===== config.mk =====
export PLATFORM = sky130hd
export DESIGN_NAME = alu_sequencer
export DESIGN_NICKNAME = d
export VERILOG_FILES = /design/src/rtl/alu_seq_pkg.sv /design/src/rtl/edge_detect.sv /design/src/rtl/alu_sequencer.sv
export SDC_FILE = /design/constraint.sdc
export NUM_CORES = 1
export LEC_CHECK = 0
export ABC_AREA = 0
export BUFFER_PORTS_ARGS = -buffer_cell sky130_fd_sc_hd__buf_2
export CAP_MARGIN = 10
export CORE_AREA = 2 2 52 54
export DETAILED_ROUTE_END_ITERATION = 12
export DIE_AREA = 0 0 54 56
export PLACE_DENSITY = 0.7
export SYNTH_ARGS = -nofsm -noshare
export SYNTH_HDL_FRONTEND = slang
export SYNTH_SLANG_ARGS = --single-unit

===== constraint.sdc =====
create_clock -name clk -period 1.25 [get_ports clk]
set_clock_uncertainty 0.1 [all_clocks]
set_input_delay 0.0625 -clock clk [delete_from_list [all_inputs] [get_ports clk]]
set_output_delay 0.0625 -clock clk [all_outputs]
set_load 0.05 [all_outputs]

===== src/rtl/alu_seq_pkg.sv =====
// alu_seq_pkg
// Shared types and constants for the ALU sequencer.
//   seq_state_e : FSM state encoding. These values are also driven on state_o for the LEDs.
//   FLAG_*      : bit positions of the {N,Z,C,V} flags in alu_flags / flags_q.
package alu_seq_pkg;

    typedef enum logic [2:0] {
        S_LOAD_A = 3'd0,
        S_LOAD_B = 3'd1,
        S_OP     = 3'd2,
        S_EXEC   = 3'd3,
        S_SHOW   = 3'd4
    } seq_state_e;

    localparam int unsigned FLAG_N = 3;
    localparam int unsigned FLAG_Z = 2;
    localparam int unsigned FLAG_C = 1;
    localparam int unsigned FLAG_V = 0;

endpackage


===== src/rtl/edge_detect.sv =====
// edge_detect
// Rising-edge detector for a level input that is already synchronous to clk.
// While reset is asserted the previous-value register is forced to 1. As a result, an input
// that is held high through reset release does not produce an edge.
// Ports:
//   clk  : clock, rising edge
//   rst  : synchronous reset, active-low
//   din  : level input
//   rise : high for the single cycle in which din is high and its previous value was low
module edge_detect (
    input  logic clk,
    input  logic rst,
    input  logic din,
    output logic rise
);

    logic prev_q;

    always_ff @(posedge clk) begin
        if (!rst) begin
            prev_q <= 1'b1;
        end else begin
            prev_q <= din;
        end
    end

    assign rise = din & ~prev_q;

endmodule


===== src/rtl/alu_sequencer.sv =====
// alu_sequencer
// Steps a user through loading operand A, operand B and an opcode from switches.
// The sequencer then runs the external ALU for one cycle and latches its result and flags
// for display.
// Optional feature (macro ALU_SEQ_AUTO_STEP_EN):
//   After HOLD_CYCLES cycles in S_SHOW, the opcode is incremented and the same operands
//   are re-executed. Without the macro, S_SHOW is left only on a button event.
// Ports:
//   clk, rst            : clock (rising edge) and synchronous active-low reset
//   sw_data, sw_op      : operand / opcode switches
//   btn_next            : advance button (level, synchronous)
//   alu_a, alu_b, alu_op: registered ALU inputs
//   alu_result, alu_flags: combinational ALU outputs, flags ordered {N,Z,C,V}
//   res_q, flags_q      : latched result and flags for the display path
//   state_o             : current state encoding
//   done                : one-cycle pulse on the cycle res_q/flags_q take new values
module alu_sequencer
    import alu_seq_pkg::*;
#(
    parameter int unsigned WIDTH       = 4,
    parameter int unsigned HOLD_CYCLES = 25000000
) (
    input  logic             clk,
    input  logic             rst,
    input  logic [WIDTH-1:0] sw_data,
    input  logic [3:0]       sw_op,
    input  logic             btn_next,
    output logic [WIDTH-1:0] alu_a,
    output logic [WIDTH-1:0] alu_b,
    output logic [3:0]       alu_op,
    input  logic [WIDTH-1:0] alu_result,
    input  logic [3:0]       alu_flags,
    output logic [WIDTH-1:0] res_q,
    output logic [3:0]       flags_q,
    output logic [2:0]       state_o,
    output logic             done
);

    seq_state_e state_q;
    logic       adv;

    edge_detect u_edge_detect (
        .clk  (clk),
        .rst  (rst),
        .din  (btn_next),
        .rise (adv)
    );

`ifdef ALU_SEQ_AUTO_STEP_EN
    localparam int unsigned CNT_W = (HOLD_CYCLES > 1) ? $clog2(HOLD_CYCLES) : 1;
    logic [CNT_W-1:0] hold_cnt;
    logic             hold_expired;

    assign hold_expired = (hold_cnt == CNT_W'(HOLD_CYCLES - 1));
`else
    // HOLD_CYCLES has no effect in this build.
    logic unused_hold;
    assign unused_hold = ^HOLD_CYCLES;
`endif

    always_ff @(posedge clk) begin
        if (!rst) begin
            state_q <= S_LOAD_A;
            alu_a   <= '0;
            alu_b   <= '0;
            alu_op  <= '0;
            res_q   <= '0;
            flags_q <= '0;
            done    <= 1'b0;
`ifdef ALU_SEQ_AUTO_STEP_EN
            hold_cnt <= '0;
`endif
        end else begin
            done <= 1'b0;
`ifdef ALU_SEQ_AUTO_STEP_EN
            // The counter only runs in S_SHOW, so it is zero whenever S_SHOW is entered.
            hold_cnt <= '0;
`endif
            case (state_q)
                S_LOAD_A: begin
                    if (adv) begin
                        alu_a   <= sw_data;
                        state_q <= S_LOAD_B;
                    end
                end
                S_LOAD_B: begin
                    if (adv) begin
                        alu_b   <= sw_data;
                        state_q <= S_OP;
                    end
                end
                S_OP: begin
                    if (adv) begin
                        alu_op  <= sw_op;
                        state_q <= S_EXEC;
                    end
                end
                S_EXEC: begin
                    // Operands have been stable for this whole cycle, so alu_result is valid.
                    res_q   <= alu_result;
                    flags_q <= alu_flags;
                    done    <= 1'b1;
                    state_q <= S_SHOW;
                end
                S_SHOW: begin
`ifdef ALU_SEQ_AUTO_STEP_EN
                    // A button event takes priority over a hold expiry in the same cycle.
                    if (adv) begin
                        state_q <= S_LOAD_A;
                    end else if (hold_expired) begin
                        alu_op  <= alu_op + 4'd1;
                        state_q <= S_EXEC;
                    end else begin
                        hold_cnt <= hold_cnt + CNT_W'(1);
                    end
`else
                    if (adv) begin
                        state_q <= S_LOAD_A;
                    end
`endif
                end
                default: state_q <= S_LOAD_A;
            endcase
        end
    end

    assign state_o = state_q;

endmodule

Word level (Yosys, flattened, before mapping)
Cells that the tools add are included.

storage, ports and cells
  bits in registers = 25
  bits of input ports = 19
  memory bits (read-only) = 0
  output and inout bits = 24
  bits in latches = 0
  bits in writable memories = 0
  memories kept = 0

operators by class
  div/mod/pow operators = 0
  reductions and logical operators = 5
  multipliers = 0
  muxes and demuxes = 6
  bitwise operators = 2
  order comparisons = 0
  shift operators = 0
  $add $sub $neg = 0
  equal/unequal tests = 8

operators with widths
  cell                                            count
  one-hot mux 3 bit (5 select lines)              1
  two-way mux 3 bit                               4
  != test 2 bit (second input constant)           4
  == test 3 x 2 -> 1 bit (second input constant)  2
  AND reduction 2 bit                             3
  AND reduction 4 bit                             1
  == test 3 x 1 -> 1 bit (second input constant)  1
  == test 3 bit (second input constant)           1
  logical NOT 3 bit                               1
  AND 1 bit                                       1
  two-way mux 1 bit                               1
  NOT 1 bit                                       1

Longest topological paths before layout
Gate-level depths: netlist of run 1.

  word-level depth = 4
  gate-level depth with buffers = 4

By module
A second synthesis of run 1 with hierarchy kept.

unflattened totals
  cell total of the unflattened synthesis = 105
  area total of the unflattened synthesis = 1,028.5 µm²

modules (own cells, without submodules)
  module         cells each  area an instance (µm²)  seq. area each (µm²)  times used
  alu_sequencer  102         988.4                   480.5                 1
  edge_detect    3           40.0                    20.0                  1

Worst setup path before layout of run 1
No wires, ideal clock.

  kind = register to register
  from = register state_q[0] (netlist: state_o[0])
  to = register alu_b[0]
  data required time = 1.024 ns
  arrival = 1.423 ns
  setup time = 0.126 ns
  setup slack = -0.399 ns
  clock period less this slack = 1.649 ns
  cell stages (with the launch flop) = 5
  cell sequence = dfxtp_1 > nand2b_1 > or3_1 > clkbuf_1 > mux2i_1

on the way
  cells in the longest elaborated chain, start to end = 2

RTL lines
  item                           line                 text
  start: declaration             alu_sequencer.sv:39  seq_state_e state_q;
  start signal: assignment       alu_sequencer.sv:63  state_q <= S_LOAD_A;
  start signal: assignment       alu_sequencer.sv:83  state_q <= S_LOAD_B;
  start signal: assignment       alu_sequencer.sv:89  state_q <= S_OP;
  == test 3 x 1 -> 1 bit         alu_sequencer.sv:79  case (state_q)
  AND reduction 2 bit (no line)  -
  end signal: assignment         alu_sequencer.sv:88  alu_b <= sw_data;
  end: declaration               alu_sequencer.sv:29  output logic [WIDTH-1:0] alu_b,

Every way passes these cells.
A chain may end at the register's enable or synchronous reset.

Worst setup path in the final report of run 1
  from = register state_q[2] (netlist: state_o[2])
  to = register flags_q[3]

on the way
  cells in the longest elaborated chain, start to end = 1

RTL lines
  item                    line                  text
  == test 3 x 2 -> 1 bit  alu_sequencer.sv:79
  end signal: assignment  alu_sequencer.sv:101  flags_q <= alu_flags;
  end: declaration        alu_sequencer.sv:34   output logic [3:0] flags_q,

Every way passes these cells.

==> results of run 1 <==
==> worst max-delay path by stage <==
stage                                    start                      end  slack, ns
4_1_cts                state_o[0]$_SDFFE_PN0P_   alu_op[2]$_SDFFE_PN0P_      -0.07
2_1_floorplan          state_o[0]$_SDFFE_PN0P_    alu_a[0]$_SDFFE_PN0P_      -0.14
6_report               state_o[2]$_SDFFE_PN0P_  flags_q[3]$_SDFFE_PN0P_      -0.06
5_1_grt        u_edge_detect.prev_q$_SDFF_PN1_   alu_op[2]$_SDFFE_PN0P_      -0.11
3_3_place_gp           state_o[0]$_SDFFE_PN0P_    alu_a[2]$_SDFFE_PN0P_      -0.11
3_5_place_dp           state_o[0]$_SDFFE_PN0P_    alu_a[1]$_SDFFE_PN0P_      -0.13
==> through the flow <==
step           total power [mW]  setup WS, ns  TNS [ns]   util
2_1_floorplan             0.901        -0.141     -1.92      -
3_3_place_gp              0.950        -0.106    -0.559  0.514
3_5_place_dp              0.955        -0.129    -0.963  0.514
4_1_cts                    1.36       -0.0696    -0.574  0.609
5_1_grt                    1.41        -0.113     -1.27  0.613
6_report                   1.34       -0.0578    -0.346  0.613
==> final cells by class <==
class,count,area [um2],area share
multi-input combinational,64,437,0.293
timing repair buffer,68,475,0.319
tap,30,37.5,0.0252
inverter,1,3.75,0.00252
clock inverter,1,5.00,0.00336
clock buffer,3,22.5,0.0151
sequential,25,509,0.342
==> critical path: cells and delay by family, from the launching register on <==
kind / cells / cell delay [ns]
flops: 1 / 0.36
buf+inv: 2 / 0.32
simple gates: 2 / 0.24
mux: 1 / 0.18
==> cell families after synthesis <==
| group | Yosys count | share of synthesized area |
|---|---|---|
| compound gates | 2 | 0.0132 |
| simple gates | 41 | 0.205 |
| buf+inv | 7 | 0.0304 |
| mux | 21 | 0.222 |
| flops | 25 | 0.529 |
==> flip-flops by register name, summed over array words and instances, names as in the netlist <==
register	count
flags_q	4
alu_a	4
alu_b	4
u_edge_detect.prev_q	1
done	1
res_q	4
alu_op	4
state_o	3
==> per-layer routing <==
metal | routed length, um | vias up
met5 | 0 | -
met4 | 29 | 0
met3 | 155 | 3
met2 | 1210 | 38
met1 | 914 | 403
li1 | - | 446
==> power breakdown <==
part	internal, mW	leakage [nW]	total (mW)	switching [mW]
clock network	0.120	0.0177	0.354	0.234
logic	0.0920	0.574	0.177	0.0848
registers	0.804	0.204	0.809	0.00510
total	1.02	0.796	1.34	0.324
==> timing repair <==
action / CTS / global route
setup endpoints to repair: 21 / 21
pin swaps: 1 / 2
buffers inserted: 1 / 0
hold buffers: 17 / 0
endpoints found under the hold margin: 21 / 0
gates resized for setup: 6 / 3
==> placed cells by master (no fill, tap or decap), drive strengths merged <==
| cell | n |
|---|---|
| nand3b | 1 |
| nor2 | 10 |
| or3 | 1 |
| nand3 | 1 |
| clkinv | 1 |
| inv | 1 |
| nand2 | 20 |
| nor3b | 1 |
| buf | 50 |
| or4 | 1 |
| nor3 | 2 |
| dfxtp | 25 |
| a21oi | 1 |
| mux2i | 21 |
| dlygate4sd3 | 17 |
| o21a | 1 |
| nand2b | 4 |
| clkbuf | 4 |
==> flow_metrics.env, run 1 <==
export IMPL_ant_nets=0
export IMPL_synth_cell_type_count=19
export IMPL_cts_tree="done"
export IMPL_root_buffer="clkbuf_4"
export IMPL_finalCritPeriodShare=1.05
export IMPL_synth_ff_type="dfxtp_1"
export IMPL_via_per_inst=4.64
export IMPL_synth_top_area_share=0.529
export IMPL_io_pins=43
export IMPL_grt_pass1_vias=955
export IMPL_crit_path_cell_trace="buf_4 -> nand3b_1 -> buf_12 -> mux2i_2 -> nor2_1"
export IMPL_first_pass_iters=4
export IMPL_drv_slew=0
export IMPL_min_from="rst"
export IMPL_tightest_slew_ns=0.364
export IMPL_dp_cells=170
export IMPL_synth_most_common_cell="dfxtp_1"
export IMPL_htreeDepth=1
export IMPL_clock_fmax_mhz=765
export IMPL_dp_hpwl_um=1610
export IMPL_gp_congestion=0.670
export IMPL_area_growth_pct=57.5
export IMPL_hold_slack_ns=0.0507
export IMPL_p_leak_nw=0.796
export IMPL_violations="setup timing"
export IMPL_ys_seq_elements=25
export IMPL_rows=18
export IMPL_placed_area_um2=1250
export IMPL_die_y_um=56
export IMPL_holdPathStages=3
export IMPL_drtIter0Drc=9
export IMPL_path_class="reg -> reg"
export IMPL_nNetsFinal=182
export IMPL_cap_violations=0
export IMPL_cp_end_kind="flop"
export IMPL_rsz0062_at_grt="true"
export IMPL_start_util=0.389
export IMPL_syn_area_per_cell_um2=9.85
export IMPL_min_period_ns=1.31
export IMPL_slowest_delay_ns=0.36
export IMPL_vias=890
export IMPL_startpoint_type="flop"
export IMPL_grt_pass1_wl_um=3910
export IMPL_grt_max_degree=22
export IMPL_synth_largest_area_cell="dfxtp_1"
export IMPL_rrSetupSlack_ns=-0.06
export IMPL_worst_path_max_fanout=10
export IMPL_track_usage=0.169
export IMPL_irDropWorstVdd_v=0.000837
export IMPL_port_buffers=42
export IMPL_layout_setup_ws_ns=-0.0578
export IMPL_antenna_cells=0
export IMPL_synth_cells=96
export IMPL_n_fill_cell=227
export IMPL_worst_ep_required_time_ns=1.36
export IMPL_drc=0
export IMPL_wirelength_um=2310
export IMPL_clk_path_buf_depth=2
export IMPL_cts_buffers_inserted=3
export IMPL_ys_seq_area_frac=0.529
export IMPL_synthTopCellsByCount="dfxtp_1 (25), mux2i_1 (21), nand2_1 (20), nor2_1 (10)"
export IMPL_postLayoutCellArea_um2=1490
export IMPL_layout_drive_gt1_share=0.395
export IMPL_dieWidth_um=54
export IMPL_run_status="finished with violations"
export IMPL_met3_usage=0.0269
export IMPL_synthTopCellsByArea="dfxtp_1 (53%), mux2i_1 (22%), nand2_1 (7.9%)"
export IMPL_synth_edf_count=0
export IMPL_clock_latency_ns=0.31
export IMPL_setup_viol_count_final=15
export IMPL_overflow=0
export IMPL_finalHoldViolCount=0
export IMPL_cp_arrival_ns=1.42
export IMPL_clock_sinks=25
export IMPL_cp_slowest_cell="dfxtp_2"
export IMPL_crit_reg2reg_launch="state_o[2]$_SDFFE_PN0P_"
export IMPL_syn_num_nets=115
export IMPL_grt_met1_usage=0.186
export IMPL_final_cells=192
export IMPL_p_per_area_nw_per_um2=899
export IMPL_antenna_found_initial=0
export IMPL_r2r_end="flags_q[3]$_SDFFE_PN0P_"
export IMPL_synthArstFlopShare=0
export IMPL_ff2ff_path_depth=5
export IMPL_avgRoutedWirePerCell_um=12.0
export IMPL_dieArea_um2=3020
export IMPL_grt_use_met2=0.310
export IMPL_synth_warnings=0
export IMPL_hold_path_end="res_q[0]$_SDFFE_PN0P_"
export IMPL_coreArea_um2=2430
export IMPL_slew_headroom=0.757
export IMPL_clkTransAtPathRegs_ns=0.13
export IMPL_hold_path_class="in -> reg"
export IMPL_syn_area_um2=946
export IMPL_top_usage_layer="met2"
No activity file was read; power rests on OpenSTA's default activity.
==> run 2, diff against run 1 <==
--- a/config.mk
+++ b/config.mk
@@ -8,10 +8,11 @@
 export ABC_AREA = 0
 export BUFFER_PORTS_ARGS = -buffer_cell sky130_fd_sc_hd__buf_2
 export CAP_MARGIN = 10
-export CORE_AREA = 2 2 52 54
+export CORE_AREA = 4 4 54 56
 export DETAILED_ROUTE_END_ITERATION = 12
-export DIE_AREA = 0 0 54 56
+export DIE_AREA = 0 0 58 60
 export PLACE_DENSITY = 0.7
+export REMOVE_ABC_BUFFERS = 1
 export SYNTH_ARGS = -nofsm -noshare
 export SYNTH_HDL_FRONTEND = slang
 export SYNTH_SLANG_ARGS = --single-unit
==> run 2 against run 1 <==
  * The run still ends with setup timing left
  * Sequential power hardly changed
  * Global-route usage is 3.2 points lower
  * Non-clock buffer count is 3 higher
  * Utilization is 1.5 points higher
  * Fmax is 1.4% higher
  * Worst setup slack better by 0.018 ns
  * Combinational power is 3% higher
  * Final cell count is 1.6% higher
  * Critical endpoint is now alu_a[3]$_SDFFE_PN0P_
  * Largest cell class unchanged
==> flow_metrics.env, run 2 (same netlist as run 1, synthesis figures left out) <==
export IMPL_run_status="finished with violations"
export IMPL_violations="setup timing"
export IMPL_avgRoutedWirePerCell_um=11.4
export IMPL_worst_ep_required_time_ns=1.36
export IMPL_wirelength_um=2230
export IMPL_cts_tree="done"
export IMPL_min_from="btn_next"
export IMPL_top_layer_used="met4"
export IMPL_n_fill_cell=200
export IMPL_root_buffer="clkbuf_4"
export IMPL_hold_path_class="in -> reg"
export IMPL_start_util=0.389
export IMPL_drtIter0Drc=18
export IMPL_clkTransAtPathRegs_ns=0.13
export IMPL_clock_fmax_mhz=775
export IMPL_final_util=0.628
export IMPL_holdPathStages=4
export IMPL_rows=18
export IMPL_min_period_ns=1.29
export IMPL_ant_nets=0
export IMPL_worst_path_max_fanout=4
export IMPL_track_usage=0.137
export IMPL_final_cell_mix="buf_2 (40), dfxtp_1 (22), mux2i_1 (21)"
export IMPL_p_leak_nw=0.815
export IMPL_rsz0062_at_grt="true"
export IMPL_finalHoldViolCount=0
export IMPL_clk_path_buf_depth=2
export IMPL_switchingPower_uw=317
export IMPL_finalCritPeriodShare=1.03
export IMPL_cp_end_kind="flop"
export IMPL_hold_slack_ns=0.103
export IMPL_die_y_um=60
export IMPL_gp_congestion=0.728
export IMPL_drv_slew=0
export IMPL_cp_arrival_ns=1.40
export IMPL_first_pass_iters=4
export IMPL_tightest_slew_ns=0.356
export IMPL_power_frac_seq=0.603
export IMPL_clock_sinks=25
export IMPL_layout_setup_ws_ns=-0.0400
export IMPL_antenna_found_initial=0
export IMPL_cts_buffers_inserted=3
export IMPL_grt_pass1_wl_um=3660
export IMPL_rrSetupSlack_ns=-0.04
export IMPL_placed_area_um2=1250
export IMPL_cap_violations=0
export IMPL_wl_met2_um=1090
export IMPL_p_comb_frac=0.136
export IMPL_grt_pass1_vias=858
export IMPL_wl_met3_um=194
export IMPL_r2r_end="alu_a[3]$_SDFFE_PN0P_"
export IMPL_crit_reg2reg_launch="state_o[0]$_SDFFE_PN0P_"
export IMPL_setup_viol_count_final=9
export IMPL_postLayoutCellArea_um2=1530
export IMPL_wl_met1_um=917
export IMPL_dp_hpwl_um=1530
export IMPL_fin_total_pwr_mw=1.34
export IMPL_port_buffers=42
export IMPL_final_common_cell="buf_2"
export IMPL_hold_path_end="alu_a[0]$_SDFFE_PN0P_"
export IMPL_layout_drive_gt1_share=0.394
export IMPL_regArea_um2=507
export IMPL_dieWidth_um=58
export IMPL_dieArea_um2=3480
export IMPL_coreArea_um2=2430
export IMPL_switching_share=0.236
export IMPL_ff2ff_path_depth=2
export IMPL_clock_latency_ns=0.31
export IMPL_irDropWorstVdd_v=0.000530
export IMPL_drc=0
export IMPL_nNetsFinal=185
export IMPL_path_class="reg -> reg"
export IMPL_antenna_cells=0
export IMPL_internal_power_mw=1.03
export IMPL_startpoint_type="flop"
export IMPL_vias=889
export IMPL_htreeDepth=1
export IMPL_slew_headroom=0.762
export IMPL_io_pins=43
export IMPL_multi_input_area_um2=447
export IMPL_p_per_area_nw_per_um2=881
export IMPL_power_frac_clock=0.261
export IMPL_area_growth_pct=61.4
export IMPL_tns_ns=-0.221
export IMPL_grt_max_degree=15
export IMPL_via_per_inst=4.56
export IMPL_overflow=0
run 2: per-stage QoR:
step / instances / setup WS [ns]
final: 195 / -0.0400
after global routing: 195 / -0.0912
after CTS: 194 / -0.0292
after detailed placement: 171 / -0.105
after global placement: 171 / -0.0817
after floorplan: 90 / -0.409
run 2: layer usage:
metal	up-vias	global-route usage
met3	2	0.0410
met2	33	0.242
li1	454	-
met5	-	0
met4	0	0.0596
met1	400	0.152
run 2: layout make-up:
class / count / share of cell area
Tap cell: 30 / 0.0246
Inverter: 1 / 0.00246
Clock buffer: 4 / 0.0172
Multi-Input combinational cell: 64 / 0.293
Sequential cell: 25 / 0.332
Timing Repair Buffer: 71 / 0.331
run 2: worst max path at each step:
| stage | start | endpoint | slack [ns] | cells after the start |
|---|---|---|---|---|
| after detailed placement | state_o[1]$_SDFFE_PN0P_ | alu_a[2]$_SDFFE_PN0P_ | -0.10 | 2 |
| after CTS | state_o[1]$_SDFFE_PN0P_ | alu_a[2]$_SDFFE_PN0P_ | -0.03 | 2 |
| final | state_o[0]$_SDFFE_PN0P_ | alu_a[3]$_SDFFE_PN0P_ | -0.04 | 2 |
| after global routing | state_o[0]$_SDFFE_PN0P_ | alu_a[2]$_SDFFE_PN0P_ | -0.09 | 2 |
| after floorplan | state_o[1]$_SDFFE_PN0P_ | flags_q[0]$_SDFFE_PN0P_ | -0.41 | 3 |
| after global placement | state_o[0]$_SDFFE_PN0P_ | alu_a[2]$_SDFFE_PN0P_ | -0.08 | 2 |
run 2: what timing repair did:
action	4_1_cts	5_1_grt
setup buffers	1	1
pin swaps	0	1
setup endpoints to repair	23	22
gates resized for setup	11	5
hold buffers	18	0
endpoints found under the hold margin	21	0
run 2: power groups by stage:
stage | Clock [mW] | Sequential [mW] | Combinational (mW)
finish | 0.350 | 0.811 | 0.183
global route | 0.401 | 0.813 | 0.200
CTS | 0.368 | 0.810 | 0.177
detailed placement | 0 | 0.829 | 0.128
global placement | 0 | 0.829 | 0.125
floorplan | 0 | 0.859 | 0.0348
run 2: critical path: stages, from the launching register on:
cell     delay (ns)
dfxtp_2        0.37
or4_4          0.58
mux2i_1        0.14
==> run 3, diff against run 2 <==
--- a/config.mk
+++ b/config.mk
@@ -8,10 +8,11 @@
 export ABC_AREA = 0
 export BUFFER_PORTS_ARGS = -buffer_cell sky130_fd_sc_hd__buf_2
 export CAP_MARGIN = 10
-export CORE_AREA = 4 4 54 56
+export CORE_AREA = 4 4 52 54
+export CTS_BUF_LIST = sky130_fd_sc_hd__clkbuf_2
 export DETAILED_ROUTE_END_ITERATION = 12
-export DIE_AREA = 0 0 58 60
-export PLACE_DENSITY = 0.7
+export DIE_AREA = 0 0 56 58
+export PLACE_DENSITY = 0.76
 export REMOVE_ABC_BUFFERS = 1
 export SYNTH_ARGS = -nofsm -noshare
 export SYNTH_HDL_FRONTEND = slang
==> run 3 against run 2 <==
  * The run still ends with setup timing left
  * Clock power fell by 15%
  * Combinational power rose by 5%
  * First-iteration DRC count fell by 56%
  * Utilization rose by 7.0 points
  * Sequential cell count did not move
  * Routed wire length rose by 4.4%
  * Non-clock buffer count rose by 1
==> flow_metrics.env, run 3 (same netlist as run 1, synthesis figures left out) <==
export IMPL_ff2ff_path_depth=2
export IMPL_dieArea_um2=3250
export IMPL_io_pins=43
export IMPL_final_cell_mix="buf_2 (39), dfxtp_1 (22), mux2i_1 (21), dlygate4sd3_1 (21), nand2_1 (20)"
export IMPL_grt_pass1_vias=951
export IMPL_wirelength_um=2330
export IMPL_root_buffer="clkbuf_2"
export IMPL_min_from="rst"
export IMPL_start_util=0.428
export IMPL_holdPathStages=4
export IMPL_clock_latency_ns=0.33
export IMPL_finalHoldViolCount=0
export IMPL_power_frac_seq=0.625
export IMPL_clkTransAtPathRegs_ns=0.23
export IMPL_p_per_area_nw_per_um2=844
export IMPL_layout_setup_ws_ns=-0.0769
export IMPL_placed_area_um2=1240
export IMPL_rrSetupSlack_ns=-0.08
export IMPL_cts_buffers_inserted=3
export IMPL_cp_end_kind="flop"
export IMPL_p_comb_frac=0.147
export IMPL_cts_tree="done"
export IMPL_cap_violations=0
export IMPL_final_common_cell="buf_2"
export IMPL_rsz0062_at_grt="true"
export IMPL_finalCritPeriodShare=1.06
export IMPL_r2r_end="alu_a[1]$_SDFFE_PN0P_"
export IMPL_rows=17
export IMPL_grt_max_degree=15
export IMPL_worst_path_max_fanout=4
export IMPL_fin_total_pwr_mw=1.30
export IMPL_worst_ep_required_time_ns=1.39
export IMPL_antenna_found_initial=0
export IMPL_setup_viol_count_final=13
export IMPL_cp_arrival_ns=1.47
export IMPL_startpoint_type="flop"
export IMPL_irDropWorstVdd_v=0.000706
export IMPL_via_per_inst=4.67
export IMPL_slew_headroom=0.772
export IMPL_ant_nets=0
export IMPL_run_status="finished with violations"
export IMPL_drc=0
export IMPL_track_usage=0.156
export IMPL_area_growth_pct=63.2
export IMPL_vias=906
export IMPL_coreArea_um2=2210
export IMPL_hold_path_class="in -> reg"
export IMPL_internal_power_uw=986
export IMPL_drtIter0Drc=8
export IMPL_clk_path_buf_depth=2
export IMPL_layout_drive_gt1_share=0.386
export IMPL_drv_slew=0
export IMPL_die_y_um=58
export IMPL_switchingPower_uw=318
export IMPL_avgRoutedWirePerCell_um=12.0
export IMPL_grt_pass1_wl_um=4120
export IMPL_switching_share=0.244
export IMPL_dieWidth_um=56
export IMPL_nNetsFinal=186
export IMPL_clock_fmax_mhz=754
export IMPL_violations="setup timing"
export IMPL_final_util=0.698
export IMPL_min_period_ns=1.33
export IMPL_path_class="reg -> reg"
export IMPL_gp_congestion=0.754
export IMPL_overflow=0
export IMPL_antenna_cells=0
export IMPL_crit_reg2reg_launch="state_o[0]$_SDFFE_PN0P_"
export IMPL_htreeDepth=1
export IMPL_hold_path_end="alu_b[0]$_SDFFE_PN0P_"
export IMPL_first_pass_iters=4
export IMPL_hold_slack_ns=0.0959
export IMPL_postLayoutCellArea_um2=1540
export IMPL_p_leak_nw=0.818
export IMPL_power_frac_clock=0.228
export IMPL_port_buffers=42
export IMPL_tightest_slew_ns=0.342
export IMPL_clock_sinks=25
## run 3: changes by cell type in the layout (fill, tap and decap cells not counted)
cell / previous run / this run
dlygate4sd3_1: 18 / 21
buf_8: 0 / 2
clkbuf_2: 0 / 3
buf_4: 8 / 5
nor3_2: 0 / 1
buf_2: 40 / 39
clkbuf_4: 3 / 0
nor3_4: 1 / 0
clkinv_2: 0 / 1
clkbuf_1: 1 / 0
## run 3: what timing repair did
item | 4_1_cts | 5_1_grt
setup endpoints to repair | 21 | 24
gates cloned | 0 | 0
buffers inserted | 0 | 1
hold buffers | 21 | 0
resized for setup | 10 | 9
pin swaps | 1 | 1
hold endpoints to repair | 21 | 0
## run 3: layout make-up
class / count / area (um2)
Fill cell: 179 / 668
Multi-Input combinational cell: 64 / 440
Sequential cell: 25 / 507
Clock inverter: 1 / 5.00
Clock buffer: 3 / 15.0
Inverter: 1 / 3.75
Timing Repair Buffer: 72 / 538
Tap cell: 28 / 35.0
## run 3: power groups by stage
stage	clock network [mW]	logic, mW	registers, mW
floorplan	0	0.0348	0.859
global placement	0	0.125	0.829
detailed placement	0	0.127	0.830
CTS	0.315	0.183	0.815
global route	0.345	0.207	0.818
finish	0.297	0.192	0.815
## run 3: through the flow
stage	TNS [ns]	instances	setup slack (ns)
3_3_place_gp	-0.377	168	-0.0889
6_report	-0.437	194	-0.0769
4_1_cts	-0.159	193	-0.0294
3_5_place_dp	-0.548	168	-0.0983
5_1_grt	-1.66	194	-0.135
2_1_floorplan	-7.51	90	-0.409
## run 3: worst max-delay path, cell delays in order, from the launching register on
cell and delay, ns:
dfxtp_4 0.42, or4_4 0.58, mux2i_1 0.14
## run 3: worst max-delay path by stage
stage,start,to,cells past startpoint
2_1_floorplan,state_o[1]$_SDFFE_PN0P_,flags_q[0]$_SDFFE_PN0P_,3
3_3_place_gp,state_o[0]$_SDFFE_PN0P_,alu_a[2]$_SDFFE_PN0P_,2
3_5_place_dp,state_o[0]$_SDFFE_PN0P_,alu_a[2]$_SDFFE_PN0P_,2
4_1_cts,state_o[2]$_SDFFE_PN0P_,flags_q[0]$_SDFFE_PN0P_,5
5_1_grt,state_o[2]$_SDFFE_PN0P_,flags_q[1]$_SDFFE_PN0P_,5
6_report,state_o[0]$_SDFFE_PN0P_,alu_a[1]$_SDFFE_PN0P_,2
## run 3: routing by layer
| metal | share of wire | GRT usage |
|---|---|---|
| met1 | 0.42 | 0.181 |
| met2 | 0.51 | 0.285 |
| met3 | 0.069 | 0.0312 |
| met4 | 0 | 0.0508 |
| met5 | 0 | 0 |
